## src/rtl/mem_bus_arbiter_if.sv

```systemverilog
// mem_bus_arbiter_if: fetch port, data port and external bus signals of mem_bus_arbiter
interface mem_bus_arbiter_if;
  logic        if_req;
  logic [31:0] if_addr;
  logic        if_gnt;
  logic        if_rvalid;
  logic [31:0] if_rdata;
  logic        if_err;
  logic        dm_req;
  logic [1:0]  dm_op;
  logic [31:0] dm_addr;
  logic [31:0] dm_wdata;
  logic [3:0]  dm_wrstb;
  logic        dm_gnt;
  logic        dm_rvalid;
  logic [31:0] dm_rdata;
  logic        dm_err;
  logic        bus_req;
  logic        bus_we;
  logic [31:0] bus_addr;
  logic [31:0] bus_wdata;
  logic [3:0]  bus_wrstb;
  logic        bus_ack;
  logic [31:0] bus_rdata;
  modport master (
    input  if_req, if_addr, dm_req, dm_op, dm_addr, dm_wdata, dm_wrstb, bus_ack, bus_rdata,
    output if_gnt, if_rvalid, if_rdata, if_err, dm_gnt, dm_rvalid, dm_rdata, dm_err,
           bus_req, bus_we, bus_addr, bus_wdata, bus_wrstb
  );
  modport slave (
    output if_req, if_addr, dm_req, dm_op, dm_addr, dm_wdata, dm_wrstb, bus_ack, bus_rdata,
    input  if_gnt, if_rvalid, if_rdata, if_err, dm_gnt, dm_rvalid, dm_rdata, dm_err,
           bus_req, bus_we, bus_addr, bus_wdata, bus_wrstb
  );
endinterface

```

## src/rtl/mem_bus_arbiter.sv

```systemverilog
// mem_bus_arbiter: shares one 32-bit memory bus between fetch and data ports, data first with starvation bound; MEM_ARB_TIMEOUT_EN adds a bus timeout abort
module mem_bus_arbiter #(
  parameter int STARVE_LIMIT   = 4,
  parameter int TIMEOUT_CYCLES = 255
) (
  input logic               clk,
  input logic               rst_n,
  mem_bus_arbiter_if.master arb
);
  typedef enum logic [1:0] {IDLE, BUSY_IF, BUSY_DM} state_e;
  localparam logic [1:0] OP_LOAD    = 2'b01;
  localparam logic [1:0] OP_STORE   = 2'b10;
  localparam logic [3:0] STARVE_MAX = 4'(STARVE_LIMIT);
  state_e      r_state, w_state;
  logic [3:0]  r_starve;
  logic        w_dm_valid, w_if_win, w_dm_win, w_if_gnt, w_dm_gnt, w_done, w_tmo;
  logic        r_bus_req, r_bus_we;
  logic [31:0] r_bus_addr, r_bus_wdata;
  logic [3:0]  r_bus_wrstb;
  logic        r_if_rvalid, r_dm_rvalid, r_if_err, r_dm_err;
  logic [31:0] r_if_rdata, r_dm_rdata;
  assign w_dm_valid = arb.dm_req && (arb.dm_op == OP_LOAD || arb.dm_op == OP_STORE);
  assign w_if_win   = arb.if_req && (!w_dm_valid || r_starve == STARVE_MAX);
  assign w_dm_win   = w_dm_valid && !w_if_win;
`ifdef MEM_ARB_TIMEOUT_EN
  localparam logic [7:0] TMO_LAST = 8'(TIMEOUT_CYCLES - 1);
  logic [7:0] r_tmo;
  assign w_tmo = r_state != IDLE && !arb.bus_ack && r_tmo == TMO_LAST;
  // count busy cycles without ack, restarting on every grant
  always_ff @(posedge clk or negedge rst_n)
    if (!rst_n) r_tmo <= '0;
    else if (w_if_gnt || w_dm_gnt) r_tmo <= '0;
    else if (r_state != IDLE && !arb.bus_ack) r_tmo <= r_tmo + 8'd1;
`else
  logic w_unused_tmo;
  assign w_unused_tmo = TIMEOUT_CYCLES == 0;
  assign w_tmo        = 1'b0;
`endif
  // grant decision while idle, completion (ack or abort) while busy
  always_comb begin
    w_state  = r_state;
    w_if_gnt = 1'b0;
    w_dm_gnt = 1'b0;
    w_done   = 1'b0;
    if (r_state == IDLE) begin
      w_if_gnt = w_if_win;
      w_dm_gnt = w_dm_win;
      w_state  = w_if_win ? BUSY_IF : w_dm_win ? BUSY_DM : IDLE;
    end else begin
      w_done  = arb.bus_ack || w_tmo;
      w_state = w_done ? IDLE : r_state;
    end
  end
  // state register
  always_ff @(posedge clk or negedge rst_n)
    if (!rst_n) r_state <= IDLE;
    else r_state <= w_state;
  // consecutive data grants while a fetch waits; cleared by a fetch grant or an idle cycle with no fetch
  always_ff @(posedge clk or negedge rst_n)
    if (!rst_n) r_starve <= '0;
    else if (r_state == IDLE)
      r_starve <= (w_if_gnt || !arb.if_req) ? '0 :
                  (w_dm_gnt && r_starve != STARVE_MAX) ? r_starve + 4'd1 : r_starve;
  // bus cycle registers, captured at grant and held until completion
  always_ff @(posedge clk or negedge rst_n)
    if (!rst_n) begin
      r_bus_req   <= 1'b0;
      r_bus_we    <= 1'b0;
      r_bus_addr  <= '0;
      r_bus_wdata <= '0;
      r_bus_wrstb <= '0;
    end else begin
      r_bus_req <= w_state != IDLE;
      if (w_if_gnt) begin
        r_bus_we    <= 1'b0;
        r_bus_addr  <= arb.if_addr;
        r_bus_wdata <= '0;
        r_bus_wrstb <= '0;
      end else if (w_dm_gnt) begin
        r_bus_we    <= arb.dm_op == OP_STORE;
        r_bus_addr  <= arb.dm_addr;
        r_bus_wdata <= arb.dm_op == OP_STORE ? arb.dm_wdata : '0;
        r_bus_wrstb <= arb.dm_op == OP_STORE ? arb.dm_wrstb : '0;
      end
    end
  // one-cycle response to the owner; rdata is zero except on an acked read
  always_ff @(posedge clk or negedge rst_n)
    if (!rst_n) begin
      r_if_rvalid <= 1'b0;
      r_dm_rvalid <= 1'b0;
      r_if_err    <= 1'b0;
      r_dm_err    <= 1'b0;
      r_if_rdata  <= '0;
      r_dm_rdata  <= '0;
    end else begin
      r_if_rvalid <= w_done && r_state == BUSY_IF;
      r_dm_rvalid <= w_done && r_state == BUSY_DM;
      r_if_err    <= w_tmo && r_state == BUSY_IF;
      r_dm_err    <= w_tmo && r_state == BUSY_DM;
      r_if_rdata  <= (arb.bus_ack && r_state == BUSY_IF) ? arb.bus_rdata : '0;
      r_dm_rdata  <= (arb.bus_ack && r_state == BUSY_DM && !r_bus_we) ? arb.bus_rdata : '0;
    end
  assign arb.if_gnt    = w_if_gnt;
  assign arb.dm_gnt    = w_dm_gnt;
  assign arb.if_rvalid = r_if_rvalid;
  assign arb.if_rdata  = r_if_rdata;
  assign arb.if_err    = r_if_err;
  assign arb.dm_rvalid = r_dm_rvalid;
  assign arb.dm_rdata  = r_dm_rdata;
  assign arb.dm_err    = r_dm_err;
  assign arb.bus_req   = r_bus_req;
  assign arb.bus_we    = r_bus_we;
  assign arb.bus_addr  = r_bus_addr;
  assign arb.bus_wdata = r_bus_wdata;
  assign arb.bus_wrstb = r_bus_wrstb;
endmodule

```

## src/flat_wrapper.sv

```systemverilog
// flat-port wrapper written by rule: the top's interface ports become plain ports
module mem_bus_arbiter_flat 
#(
  parameter int STARVE_LIMIT   = 4,
  parameter int TIMEOUT_CYCLES = 255
)
  (clk, rst_n, arb_if_req, arb_if_addr, arb_dm_req, arb_dm_op, arb_dm_addr, arb_dm_wdata, arb_dm_wrstb, arb_bus_ack, arb_bus_rdata, arb_if_gnt, arb_if_rvalid, arb_if_rdata, arb_if_err, arb_dm_gnt, arb_dm_rvalid, arb_dm_rdata, arb_dm_err, arb_bus_req, arb_bus_we, arb_bus_addr, arb_bus_wdata, arb_bus_wrstb);
  mem_bus_arbiter_if arb_i ();
  input logic clk;
  input logic rst_n;
  input wire logic [$bits(arb_i.if_req)-1:0] arb_if_req;
  input wire logic [$bits(arb_i.if_addr)-1:0] arb_if_addr;
  input wire logic [$bits(arb_i.dm_req)-1:0] arb_dm_req;
  input wire logic [$bits(arb_i.dm_op)-1:0] arb_dm_op;
  input wire logic [$bits(arb_i.dm_addr)-1:0] arb_dm_addr;
  input wire logic [$bits(arb_i.dm_wdata)-1:0] arb_dm_wdata;
  input wire logic [$bits(arb_i.dm_wrstb)-1:0] arb_dm_wrstb;
  input wire logic [$bits(arb_i.bus_ack)-1:0] arb_bus_ack;
  input wire logic [$bits(arb_i.bus_rdata)-1:0] arb_bus_rdata;
  output wire logic [$bits(arb_i.if_gnt)-1:0] arb_if_gnt;
  output wire logic [$bits(arb_i.if_rvalid)-1:0] arb_if_rvalid;
  output wire logic [$bits(arb_i.if_rdata)-1:0] arb_if_rdata;
  output wire logic [$bits(arb_i.if_err)-1:0] arb_if_err;
  output wire logic [$bits(arb_i.dm_gnt)-1:0] arb_dm_gnt;
  output wire logic [$bits(arb_i.dm_rvalid)-1:0] arb_dm_rvalid;
  output wire logic [$bits(arb_i.dm_rdata)-1:0] arb_dm_rdata;
  output wire logic [$bits(arb_i.dm_err)-1:0] arb_dm_err;
  output wire logic [$bits(arb_i.bus_req)-1:0] arb_bus_req;
  output wire logic [$bits(arb_i.bus_we)-1:0] arb_bus_we;
  output wire logic [$bits(arb_i.bus_addr)-1:0] arb_bus_addr;
  output wire logic [$bits(arb_i.bus_wdata)-1:0] arb_bus_wdata;
  output wire logic [$bits(arb_i.bus_wrstb)-1:0] arb_bus_wrstb;
  assign arb_i.if_req = arb_if_req;
  assign arb_i.if_addr = arb_if_addr;
  assign arb_i.dm_req = arb_dm_req;
  assign arb_i.dm_op = arb_dm_op;
  assign arb_i.dm_addr = arb_dm_addr;
  assign arb_i.dm_wdata = arb_dm_wdata;
  assign arb_i.dm_wrstb = arb_dm_wrstb;
  assign arb_i.bus_ack = arb_bus_ack;
  assign arb_i.bus_rdata = arb_bus_rdata;
  assign arb_if_gnt = arb_i.if_gnt;
  assign arb_if_rvalid = arb_i.if_rvalid;
  assign arb_if_rdata = arb_i.if_rdata;
  assign arb_if_err = arb_i.if_err;
  assign arb_dm_gnt = arb_i.dm_gnt;
  assign arb_dm_rvalid = arb_i.dm_rvalid;
  assign arb_dm_rdata = arb_i.dm_rdata;
  assign arb_dm_err = arb_i.dm_err;
  assign arb_bus_req = arb_i.bus_req;
  assign arb_bus_we = arb_i.bus_we;
  assign arb_bus_addr = arb_i.bus_addr;
  assign arb_bus_wdata = arb_i.bus_wdata;
  assign arb_bus_wrstb = arb_i.bus_wrstb;
  mem_bus_arbiter #(.STARVE_LIMIT(STARVE_LIMIT), .TIMEOUT_CYCLES(TIMEOUT_CYCLES)) u_core (.clk(clk), .rst_n(rst_n), .arb(arb_i));
endmodule
```

## config.mk

```make
export PLATFORM = sky130hd
export DESIGN_NAME = mem_bus_arbiter_flat
export DESIGN_NICKNAME = d
export VERILOG_FILES = /design/src/rtl/mem_bus_arbiter_if.sv /design/src/rtl/mem_bus_arbiter.sv /design/src/flat_wrapper.sv
export SDC_FILE = /design/constraint.sdc
export NUM_CORES = 1
export LEC_CHECK = 0
export CAP_MARGIN = 0
export CORE_MARGIN = 1.5
export CORE_UTILIZATION = 48
export CTS_CLUSTER_DIAMETER = 80
export DETAILED_ROUTE_END_ITERATION = 12
export DONT_BUFFER_PORTS = 1
export GPL_TIMING_DRIVEN = 0
export PLACE_DENSITY_LB_ADDON = 0.2
export SLEW_MARGIN = 25
export SYNTH_ARGS = -nofsm -noshare
export SYNTH_HDL_FRONTEND = slang
export SYNTH_SLANG_ARGS = --single-unit
export TNS_END_PERCENT = 10
```

## constraint.sdc

```tcl
create_clock -name clk -period 4.9 [get_ports clk]
set_clock_uncertainty 0.15 [all_clocks]
set_input_delay 0.735 -clock clk [delete_from_list [all_inputs] [get_ports clk]]
set_output_delay 0.735 -clock clk [all_outputs]
set_load 0.01 [all_outputs]
```

==> metrics.md, run 1 <==
| Metric | Value |
|---|---|
| Num CTS Buffers | `17` |
| Worst Path Arrival | `2220 ps` |
| WHS | `~140 ps` |
| HP Class | `in2async` |
| Pin count of the biggest net entering global routing | `143` |
| Most common cell in the netlist | `dfrtp_1` |
| Routability cong. | `between 0.8 and 0.9` |
| Overall routing resource usage | `0.1969` |
| Worst EP required | `4010 ps` |
| Internal power | `approximately 2.4 mW` |
| IO Pins | `279` |
| Worst-Margin Slew | `roughly 750 ps` |
| TritonRoute pass-1 iters | `4` |
| Routed vias/inst | `roughly 5.6` |
| Global-route wire length before repair | `approximately 18 mm` |
| Seq pwr share | `0.474` |
| Net Sw Frac | `0.2952` |
| Drt wl/cell | `roughly 21 um` |
| Nets | `roughly 540` |
| Async SR Flop Fraction | `1.000` |
| CTS Sinks | `142` |
| Max-slew headroom | `0.4948` |
| Initial Utilization | `0.4894` |
| Final Hold Vio Count | `0` |
| Clock latency at the later pin of the worst-skew pair | `a little over 400 ps` |
| Share of cells above drive strength 1 | `0.2738` |
| ANT nets after route | `0` |
| Final TNS setup | `0 ps` |
| Startpoint Class | `input port` |
| Top-area cell type share of the netlist area | `0.6414` |
| Die span in x | `around 110 um` |
| Non-Filler Instances | `between 500 and 600` |
| Final period utilization | `0.6334` |
| Status | `finished clean` |
| Main area contributors after synthesis | `dfrtp_1, mux2_4, and2_1` |
| YS warnings | `0` |
| Synth cell count leaders | `dfrtp_1, and2_1, a22o_1, mux2_2, mux2_4` |
| Setup WS pre-CTS | `about 1800 ps` |
| Cell area after synthesis | `roughly 5500 um^2` |
| Clock transition at path regs | `about 70 ps` |
| CTS tree | `built` |
| Final min period | `3104 ps` |
| Final setup margin | `~1800 ps` |
| RSZ-0062 raised after global routing | `false` |
| Register area share after synthesis | `0.6414` |
| Post-synth cell types | `37` |
| Lkg Pwr | `~3.1 nW` |
| Power, Total | `3.397 mW` |
| Psw | `roughly 1 mW` |
| H-tree depth | `4` |
| Reg-to-reg startpoint | `u_core.r_state[0]$_DFF_PN0_` |
| WS Path Type | `in2out` |
| Final core occ | `0.5584` |
| Initial antenna violation count | `0` |
| Synthesized netlist cell count | `approximately 380` |
| Pwr dens | `between 500 and 600 nW/um^2` |
| Reg2reg path depth | `4` |
| Peak supply drop | `roughly 0.28 mV` |
| Final Setup Violations | `0` |
| Reg area | `between 3000 and 4000 um^2` |
| Die ar. | `approximately 12000 um^2` |
| Prevailing post-synth register cell | `dfrtp_1` |
| 1st-iter DRT viols | `~140` |
| CTS Root Cell | `clkbuf_16` |
| Met2 layer usage reported by global route | `0.3169` |
| Remaining DRCs | `0` |
| # port buffers | `0` |
| Met3 Use GR | `0.1059` |
| Reg2Reg Setup Slack | `between 2000 and 3000 ps` |
| Synth Register Bits | `142` |
| Design area | `around 6300 um^2` |
| Crit path to | `arb_dm_gnt` |
| Grt peak-use layer | `met2` |
| Via count | `3066` |
| Part of the power in combinational logic | `0.163` |
| Clock group share of total power | `0.363` |
| Post-synth top area cell | `dfrtp_1` |
| Area occupied by multi-input gates | `~1800 um^2` |
| Post-CTS Repair Setup Buffers | `0` |
| Post-Place Cells | `between 500 and 600` |
| Core area | `approximately 11000 um^2` |
| Crit. Startpoint | `arb_dm_op[0]` |
| DP HPWL | `around 8.4 mm` |
| Crit path capture type | `primary output` |
| Max-cap viol count | `0` |
| Worst r2r dst | `u_core.arb.bus_addr[2]$_DFFE_PN0P_` |
| Post-synth EDFFs | `0` |
| Peak Freq | `322.2 MHz` |
| Area grow syn2layout | `14.09%` |
| Post-Route WL | `approximately 12 mm` |
| Filler cells | `~930` |
| Gr ovfl total | `0` |
| Synth Area per Inst | `around 15 um^2` |
| Std cell rows | `39` |
| N_diodes | `0` |
| Met1 usage | `0.2121` |
| Die height | `110.4 um` |
| CP max FO | `10` |
| Placement Cell Area | `around 5700 um^2` |
| Worst-case clock buffer depth | `2` |
| Max-slew violations | `0` |
| Vias in the first global route | `3390` |
sequential cells by signal, indices dropped and copies added, names as in the netlist, 2 cells and up:
| register | count |
|---|---|
| u_core.r_starve | 4 |
| u_core.arb.dm_rdata | 32 |
| u_core.arb.if_rdata | 32 |
| u_core.arb.bus_wrstb | 4 |
| u_core.arb.bus_addr | 32 |
| u_core.r_state | 2 |
| u_core.arb.bus_wdata | 32 |
worst max-delay path, stage by stage:
cell	delay, ps
inv_1	30
ha_1	330
nor4b_4	500
buf_2	350
o21a_1	270
cell usage in the layout, fill, tap and decap left out, types with 2 or more instances in the layout:
master | Yosys | final
clkinvlp_4 | 0 | 2
ha_1 | 3 | 3
inv_8 | 0 | 5
conb_1 | 1 | 2
dfrtp_1 | 142 | 142
o21ai_0 | 2 | 2
a22o_1 | 36 | 36
nand2_1 | 5 | 5
buf_2 | 7 | 7
nor3_1 | 2 | 2
nand3_1 | 2 | 2
clkbuf_1 | 10 | 10
inv_1 | 9 | 9
mux2_4 | 28 | 28
mux2_2 | 35 | 35
and2_1 | 64 | 64
inv_6 | 0 | 5
nor2_1 | 2 | 2
buf_4 | 2 | 2
clkbuf_16 | 0 | 17
buf_6 | 2 | 2
buf_12 | 2 | 2
nand4_1 | 2 | 2
o22ai_1 | 2 | 2
repair_timing:
action | CTS | global route
hold endpoints to repair | 142 | 0
hold buffers | 1 | 0
gates resized for setup | 0 | 0
cell type report:
cell class,count,share of cell area
Inverter,9,0.005344
Clock inverter,15,0.02296
Timing Repair Buffer,1,0.004355
Buffer,25,0.02692
Tap cell,143,0.02831
Multi-Input combinational cell,200,0.2827
Sequential cell,142,0.5622
Clock buffer,17,0.06730
metal layers:
metal,vias up,wire length (um)
met2,187,5764
li1,1336,-
met1,1518,4288
met4,0,352
met5,-,0
met3,25,1244
cell families (layout without fill, tap and decap cells):
logic type	Yosys count	count (layout)	share of synthesized area
multiplexers	64	64	0.1491
adder cells (fa/ha/maj)	3	3	0.006776
buffers and inverters	34	67	0.03681
flip-flops	142	142	0.6414
AO/OA/AOI/OAI	49	49	0.07340
AND/OR/NAND/NOR	82	82	0.09192
other	1	2	0.0006769
worst min-delay path by stage:
stage,slack [ps],to,startpoint
finish,140,u_core.arb.bus_wdata[6]$_DFFE_PN0P_,rst_n
global route,200,u_core.arb.bus_wdata[6]$_DFFE_PN0P_,rst_n
CTS,180,u_core.arb.bus_addr[24]$_DFFE_PN0P_,rst_n
detailed placement,290,u_core.arb.bus_addr[24]$_DFFE_PN0P_,rst_n
global placement,290,u_core.arb.bus_addr[24]$_DFFE_PN0P_,rst_n
floorplan,290,u_core.arb.bus_addr[0]$_DFFE_PN0P_,rst_n
power by group through the flow:
stage / clock network [mW] / registers, mW / logic, mW
detailed placement: 0 / 1.63 / 0.537
finish: 1.23 / 1.61 / 0.554
global route: 1.31 / 1.63 / 0.611
CTS: 1.26 / 1.61 / 0.562
floorplan: 0 / 1.58 / 0.470
global placement: 0 / 1.63 / 0.519
(Power assumes the default switching activity.)
==> inputs of run 2 (changes only) <==
- clock period: 4.9 -> 2.7 ns (I/O delays scaled with it)
==> metrics.md, run 2 (synthesized netlist as in run 1, its figures left out) <==
| Metric | Value |
|---|---|
| Status | `complete, but fails checks` |
| Failing checks | `hold timing` |
| Internal power | `4.441 mW (+85%)` |
| Final min period | `roughly 2500 ps` |
| Worst-Margin Slew | `696.7 ps (-55.27 ps)` |
| Peak Freq | `roughly 390 MHz` |
| Worst path cell trace | `inv_1 -> ha_1 -> nand3b_1 -> a211o_1 -> buf_6 -> buf_8 -> inv_1` |
| Clock latency at the later pin of the worst-skew pair | `410 ps (about the same)` |
| Delay-heaviest family, CP | `buffers and inverters` |
| Critical Path Slowest Stage Cell | `dfrtp_1` |
| Area grow syn2layout | `31.98%` |
| H-tree depth | `4 (unchanged)` |
| Std cell rows | `39 (unchanged)` |
| WS Path Type | `reg2out` |
| CP Buf/Inv Count | `4 (+2)` |
| IO Pins | `279 (unchanged)` |
| CTS Sinks | `142 (unchanged)` |
| N_diodes | `0 (unchanged)` |
| Max-cap viol count | `0 (unchanged)` |
| Final Setup Violations | `0 (unchanged)` |
| Clock group share of total power | `0.356 (-0.007)` |
| Crit path capture type | `primary output` |
| Die span in x | `110.4 um (unchanged)` |
| Startpoint Class | `register` |
| Part of the power in combinational logic | `0.176 (+0.013)` |
| Global-route wire length before repair | `20.63 mm (+12%)` |
| Core area | `11320 um^2 (unchanged)` |
| Routed vias/inst | `5.331 (-4.0%)` |
| Psw | `1.821 mW (+82%)` |
| Final TNS setup | `0 ps (unchanged)` |
| Max incr delay on CP | `420 ps (-80 ps)` |
| Peak supply drop | `0.4433 mV (+60%)` |
| Worst EP required | `2140 ps (-1870 ps)` |
| Post-Place Cells | `519 (unchanged)` |
| 1st-iter DRT viols | `116 (-18%)` |
| Filler cells | `815 (-13%)` |
| ANT nets after route | `0 (unchanged)` |
| Final period utilization | `0.9412` |
| Worst Path Arrival | `1990 ps (-230 ps)` |
| Clock transition at path regs | `60 ps (about the same)` |
| Pin count of the biggest net entering global routing | `143 (unchanged)` |
| Num CTS Buffers | `17 (unchanged)` |
| Worst-case clock buffer depth | `2 (unchanged)` |
| Commonest non-fill, non-tap cell in the layout | `dfrtp_1` |
| Initial Utilization | `0.4894 (unchanged)` |
| CTS tree | `built` |
| Overall routing resource usage | `0.2188 (+0.02191)` |
| Seq pwr share | `0.468 (-0.006)` |
| Routability cong. | `0.8137 (unchanged)` |
| Max-slew headroom | `0.5320 (+0.03713)` |
| Non-Filler Instances | `653 (+18%)` |
| Vias in the first global route | `3944 (+16%)` |
| Drt wl/cell | `19.80 um (-6.2%)` |
| # resized after CTS | `0 (unchanged)` |
| Hold buffers post-CTS | `101 (+100)` |
| DP HPWL | `8.418 mm (unchanged)` |
| Post-Route WL | `12.93 mm (+11%)` |
| Pwr dens | `856.4 nW/um^2 (+59%)` |
| Remaining DRCs | `0 (unchanged)` |
| Via count | `3481 (+14%)` |
| Most frequent cells in the layout | `dfrtp_1, dlygate4sd3_1, and2_1, a22o_1, mux2_2` |
| Max-slew violations | `0 (unchanged)` |
| WHS | `-460.0 ps (-599.0 ps)` |
| Initial antenna violation count | `0 (unchanged)` |
| # port buffers | `0 (unchanged)` |
| HP Class | `in2async` |
| Share of cells above drive strength 1 | `0.2196 (-0.05423)` |
| Nets | `639 (+19%)` |
| Gr ovfl total | `0 (unchanged)` |
| Die height | `110.4 um (unchanged)` |
| Final Hold Vio Count | `142 (+142)` |
| TritonRoute pass-1 iters | `4 (unchanged)` |
| CTS Root Cell | `clkbuf_16` |
| Lkg Pwr | `3.519 nW (+13%)` |
| Net Sw Frac | `0.2908 (-0.004406)` |
| Die ar. | `12200 um^2 (unchanged)` |
| CP max FO | `10 (unchanged)` |
| RSZ-0062 raised after global routing | `false` |
| CP dominant cell by count | `inv_1` |
## run 2: path summary, 6_finish.rpt
path                                                  endpoint  slack (ps)  cells past startpoint                      startpoint
hold reg to reg                 u_core.r_starve[0]$_DFFE_PN0P_         410                      1  u_core.r_starve[0]$_DFFE_PN0P_
min in group clk                u_core.arb.dm_rvalid$_DFF_PN0_          30                      2                     arb_bus_ack
setup / recovery                                    arb_if_gnt         160                      7  u_core.r_starve[0]$_DFFE_PN0P_
setup reg to reg            u_core.arb.bus_addr[2]$_DFFE_PN0P_         540                      5     u_core.r_state[1]$_DFF_PN0_
hold / removal             u_core.arb.bus_wdata[6]$_DFFE_PN0P_        -460                      0                           rst_n
max in group asynchronous  u_core.arb.bus_addr[14]$_DFFE_PN0P_        2660                      0                           rst_n
## run 2: area by class of cell
cell class | instances | area, um^2 | share of cell area
clock buffer | 17 | 425.4 | 0.05818
multi-input combinational | 200 | 1787 | 0.2444
sequential | 142 | 3553 | 0.4860
buffer | 25 | 170.2 | 0.02327
tap | 143 | 178.9 | 0.02447
timing repair buffer | 102 | 1018 | 0.1393
clock inverter | 15 | 145.1 | 0.01985
inverter | 9 | 33.78 | 0.004620
## run 2: per-layer routing
layer  global-route usage  vias up  routed length (um)
met2               0.3675      206                6610
li1                     -     1539                   -
met5                    0        -                   0
met3               0.1032       31                1216
met4               0.1077        0                 405
met1               0.2307     1705                4698
## run 2: power groups by stage
stage | Clock (mW) | Combinational, mW | Sequential, mW
3_5_place_dp | 0 | 0.975 | 2.97
4_1_cts | 2.29 | 1.10 | 2.93
3_3_place_gp | 0 | 0.941 | 2.96
6_report | 2.23 | 1.10 | 2.93
2_1_floorplan | 0 | 0.853 | 2.87
5_1_grt | 2.37 | 1.20 | 2.96
## run 2: what timing repair did
item                                   4_1_cts  5_1_grt
endpoints found under the hold margin      277      142
setup buffers                                0        1
setup endpoints to repair                    0        1
## run 2: per-stage QoR
stage	instance area, um^2	power, mW	worst slack (ps)	util
2_1_floorplan	5544	3.719	437.3	-
3_3_place_gp	5723	3.906	179.7	0.5055
3_5_place_dp	5723	3.940	135.7	0.5055
4_1_cts	7305	6.322	31.34	0.6452
5_1_grt	7312	6.528	32.13	0.6459
6_report	7312	6.262	158.8	0.6459
==> inputs of run 3 (changes only) <==
- CORE_AREA: default -> 2 2 109 111
- CORE_MARGIN: 1.5 -> default
- CORE_UTILIZATION: 48 -> default
- DIE_AREA: default -> 0 0 111 113
- MAX_ROUTING_LAYER: default -> met4
==> metrics.md, run 3 (synthesized netlist as in run 1, its figures left out) <==
| Metric | Value |
|---|---|
| CTS Root Cell | `clkbuf_16` |
| Design area | `7338 um^2 (+0.36%)` |
| Post-CTS Repair Setup Buffers | `0 (unchanged)` |
| Hold buffers post-CTS | `100 (-0.99%)` |
| Max-cap viol count | `0 (unchanged)` |
| Final Hold Vio Count | `142 (unchanged)` |
| Gr ovfl total | `0 (unchanged)` |
| Lkg Pwr | `3.525 nW (+0.18%)` |
| Initial antenna violation count | `0 (unchanged)` |
| Clock transition at path regs | `60 ps (about the same)` |
| Std cell rows | `39 (unchanged)` |
| Core area | `11270 um^2 (-0.43%)` |
| IO Pins | `279 (unchanged)` |
| Final TNS setup | `0 ps (unchanged)` |
| Final min period | `2529 ps (-12.29 ps)` |
| Worst Path Arrival | `1970 ps (-20 ps)` |
| Most frequent cells in the layout | `dfrtp_1, dlygate4sd3_1, and2_1, a22o_1, mux2_2` |
| Nets | `637 (-0.31%)` |
| Final period utilization | `0.9366 (-0.004554)` |
| WS Path Type | `reg2out` |
| CTS Sinks | `142 (unchanged)` |
| Num CTS Buffers | `17 (unchanged)` |
| DP HPWL | `8.622 mm (+2.4%)` |
| Worst EP required | `2140 ps (about the same)` |
| Pwr dens | `872.2 nW/um^2 (+1.8%)` |
| Max-slew headroom | `0.5309 (-0.001027)` |
| Remaining DRCs | `0 (unchanged)` |
| Max-slew violations | `0 (unchanged)` |
| Share of cells above drive strength 1 | `0.2150 (-0.004618)` |
| 1st-iter DRT viols | `206 (+78%)` |
| Status | `complete, but fails checks` |
| Failing checks | `hold timing` |
| Initial Utilization | `0.4915 (+0.002119)` |
| Routed vias/inst | `5.258 (-1.4%)` |
| CP max FO | `10 (unchanged)` |
| Pin count of the biggest net entering global routing | `143 (unchanged)` |
| H-tree depth | `4 (unchanged)` |
| Placement Cell Area | `5723 um^2 (unchanged)` |
| CTS tree | `built` |
| Peak supply drop | `0.4319 mV (-2.6%)` |
| Post-Route WL | `12.97 mm (+0.29%)` |
| Commonest non-fill, non-tap cell in the layout | `dfrtp_1` |
| Die span in x | `111 um (+0.51%)` |
| Filler cells | `790 (-3.1%)` |
| Crit path capture type | `primary output` |
| Routability cong. | `0.7402 (-9.0%)` |
| TritonRoute pass-1 iters | `4 (unchanged)` |
| Startpoint Class | `register` |
| Overall routing resource usage | `0.2212 (+0.002329)` |
| # port buffers | `0 (unchanged)` |
| WHS | `-453.6 ps (+6.415 ps)` |
| Final Setup Violations | `0 (unchanged)` |
| Worst-case clock buffer depth | `2 (unchanged)` |
| Worst-Margin Slew | `698.9 ps (+2.213 ps)` |
| ANT nets after route | `0 (unchanged)` |
| Vias in the first global route | `3781 (-4.1%)` |
| Global-route wire length before repair | `20.80 mm (+0.83%)` |
| Via count | `3418 (-1.8%)` |
| N_diodes | `0 (unchanged)` |
| Drt wl/cell | `19.95 um (+0.76%)` |
| HP Class | `in2async` |
| Die height | `113 um (+2.3%)` |
| Area grow syn2layout | `32.45%` |
| Clock latency at the later pin of the worst-skew pair | `400 ps (about the same)` |
| Peak Freq | `395.4 MHz (+0.49%)` |
| Die ar. | `12540 um^2 (+2.8%)` |
| RSZ-0062 raised after global routing | `false` |
run 3: changes by cell type in the layout (fill, tap and decap cells not counted), moves of 2 or more:
| cell | previous run | this run |
|---|---|---|
| bufinv_16 | 0 | 3 |
| clkinv_4 | 1 | 4 |
| inv_8 | 5 | 0 |
| clkbuf_8 | 0 | 2 |
| inv_6 | 5 | 2 |
run 3: critical path: stages (launching register included):
cell,delay (ps)
dfrtp_1,420
inv_1,80
ha_1,140
nand3b_1,200
a211o_1,330
buf_6,150
buf_8,150
inv_1,100
run 3: per-layer routing:
metal,part of all wire,wire length [um],up-vias,GRT usage
met5,0,0,-,-
met4,0.014,176,0,0.07000
met3,0.070,905,14,0.07231
met2,0.53,6848,169,0.3661
met1,0.39,5037,1712,0.2591
li1,-,-,1523,-
run 3: report_power, final:
group	switching, mW	leakage [nW]	internal (mW)
Combinational	0.371	1.35	0.721
Sequential	0.434	1.88	2.49
Clock	0.874	0.293	1.51
Total	1.68	3.53	4.72
run 3: final cells by class:
cell class / count / area [um^2] / share of cell area
plain buffers: 25 / 170.2 / 0.02319
clock buffers: 20 / 456.7 / 0.06223
clock inverters: 11 / 157.7 / 0.02148
inverters: 9 / 33.78 / 0.004604
multi-input cells: 200 / 1787 / 0.2435
flip-flops and latches: 142 / 3553 / 0.4842
well taps: 143 / 178.9 / 0.02438
repair buffers: 100 / 1001 / 0.1364
run 3: what timing repair did:
| action | 4_1_cts | 5_1_grt |
|---|---|---|
| endpoints found under the hold margin | 277 | 142 |
| gates resized for setup | 0 | 0 |
| endpoints found under the setup margin | 0 | 1 |
run 3: worst paths after layout:
check	slack (ps)	depth (start not counted)	to	startpoint
hold / removal	-450	0	u_core.arb.bus_addr[23]$_DFFE_PN0P_	rst_n
max in group asynchronous	2680	0	u_core.arb.dm_rdata[1]$_DFF_PN0_	rst_n
setup reg to reg	540	4	u_core.arb.bus_addr[2]$_DFFE_PN0P_	u_core.r_state[0]$_DFF_PN0_
setup / recovery	170	7	arb_if_gnt	u_core.r_starve[0]$_DFFE_PN0P_
min in group clk	20	1	u_core.arb.bus_wdata[22]$_DFFE_PN0P_	arb_dm_wdata[22]
hold reg to reg	420	1	u_core.r_starve[0]$_DFFE_PN0P_	u_core.r_starve[0]$_DFFE_PN0P_
run 3: through the flow:
stage / util / worst slack [ps] / std cells / power (mW) / hold slack (ps)
5_1_grt: 0.6510 / 12.36 / 650 / 6.705 / -482.7
6_report: 0.6510 / 171.1 / 650 / 6.400 / -453.6
4_1_cts: 0.6510 / 113.0 / 650 / 6.461 / -475.2
3_3_place_gp: 0.5077 / 235.8 / 519 / 3.901 / -37.72
3_5_place_dp: 0.5077 / 231.4 / 519 / 3.932 / -37.93
2_1_floorplan: - / 437.3 / 376 / 3.719 / -40.59
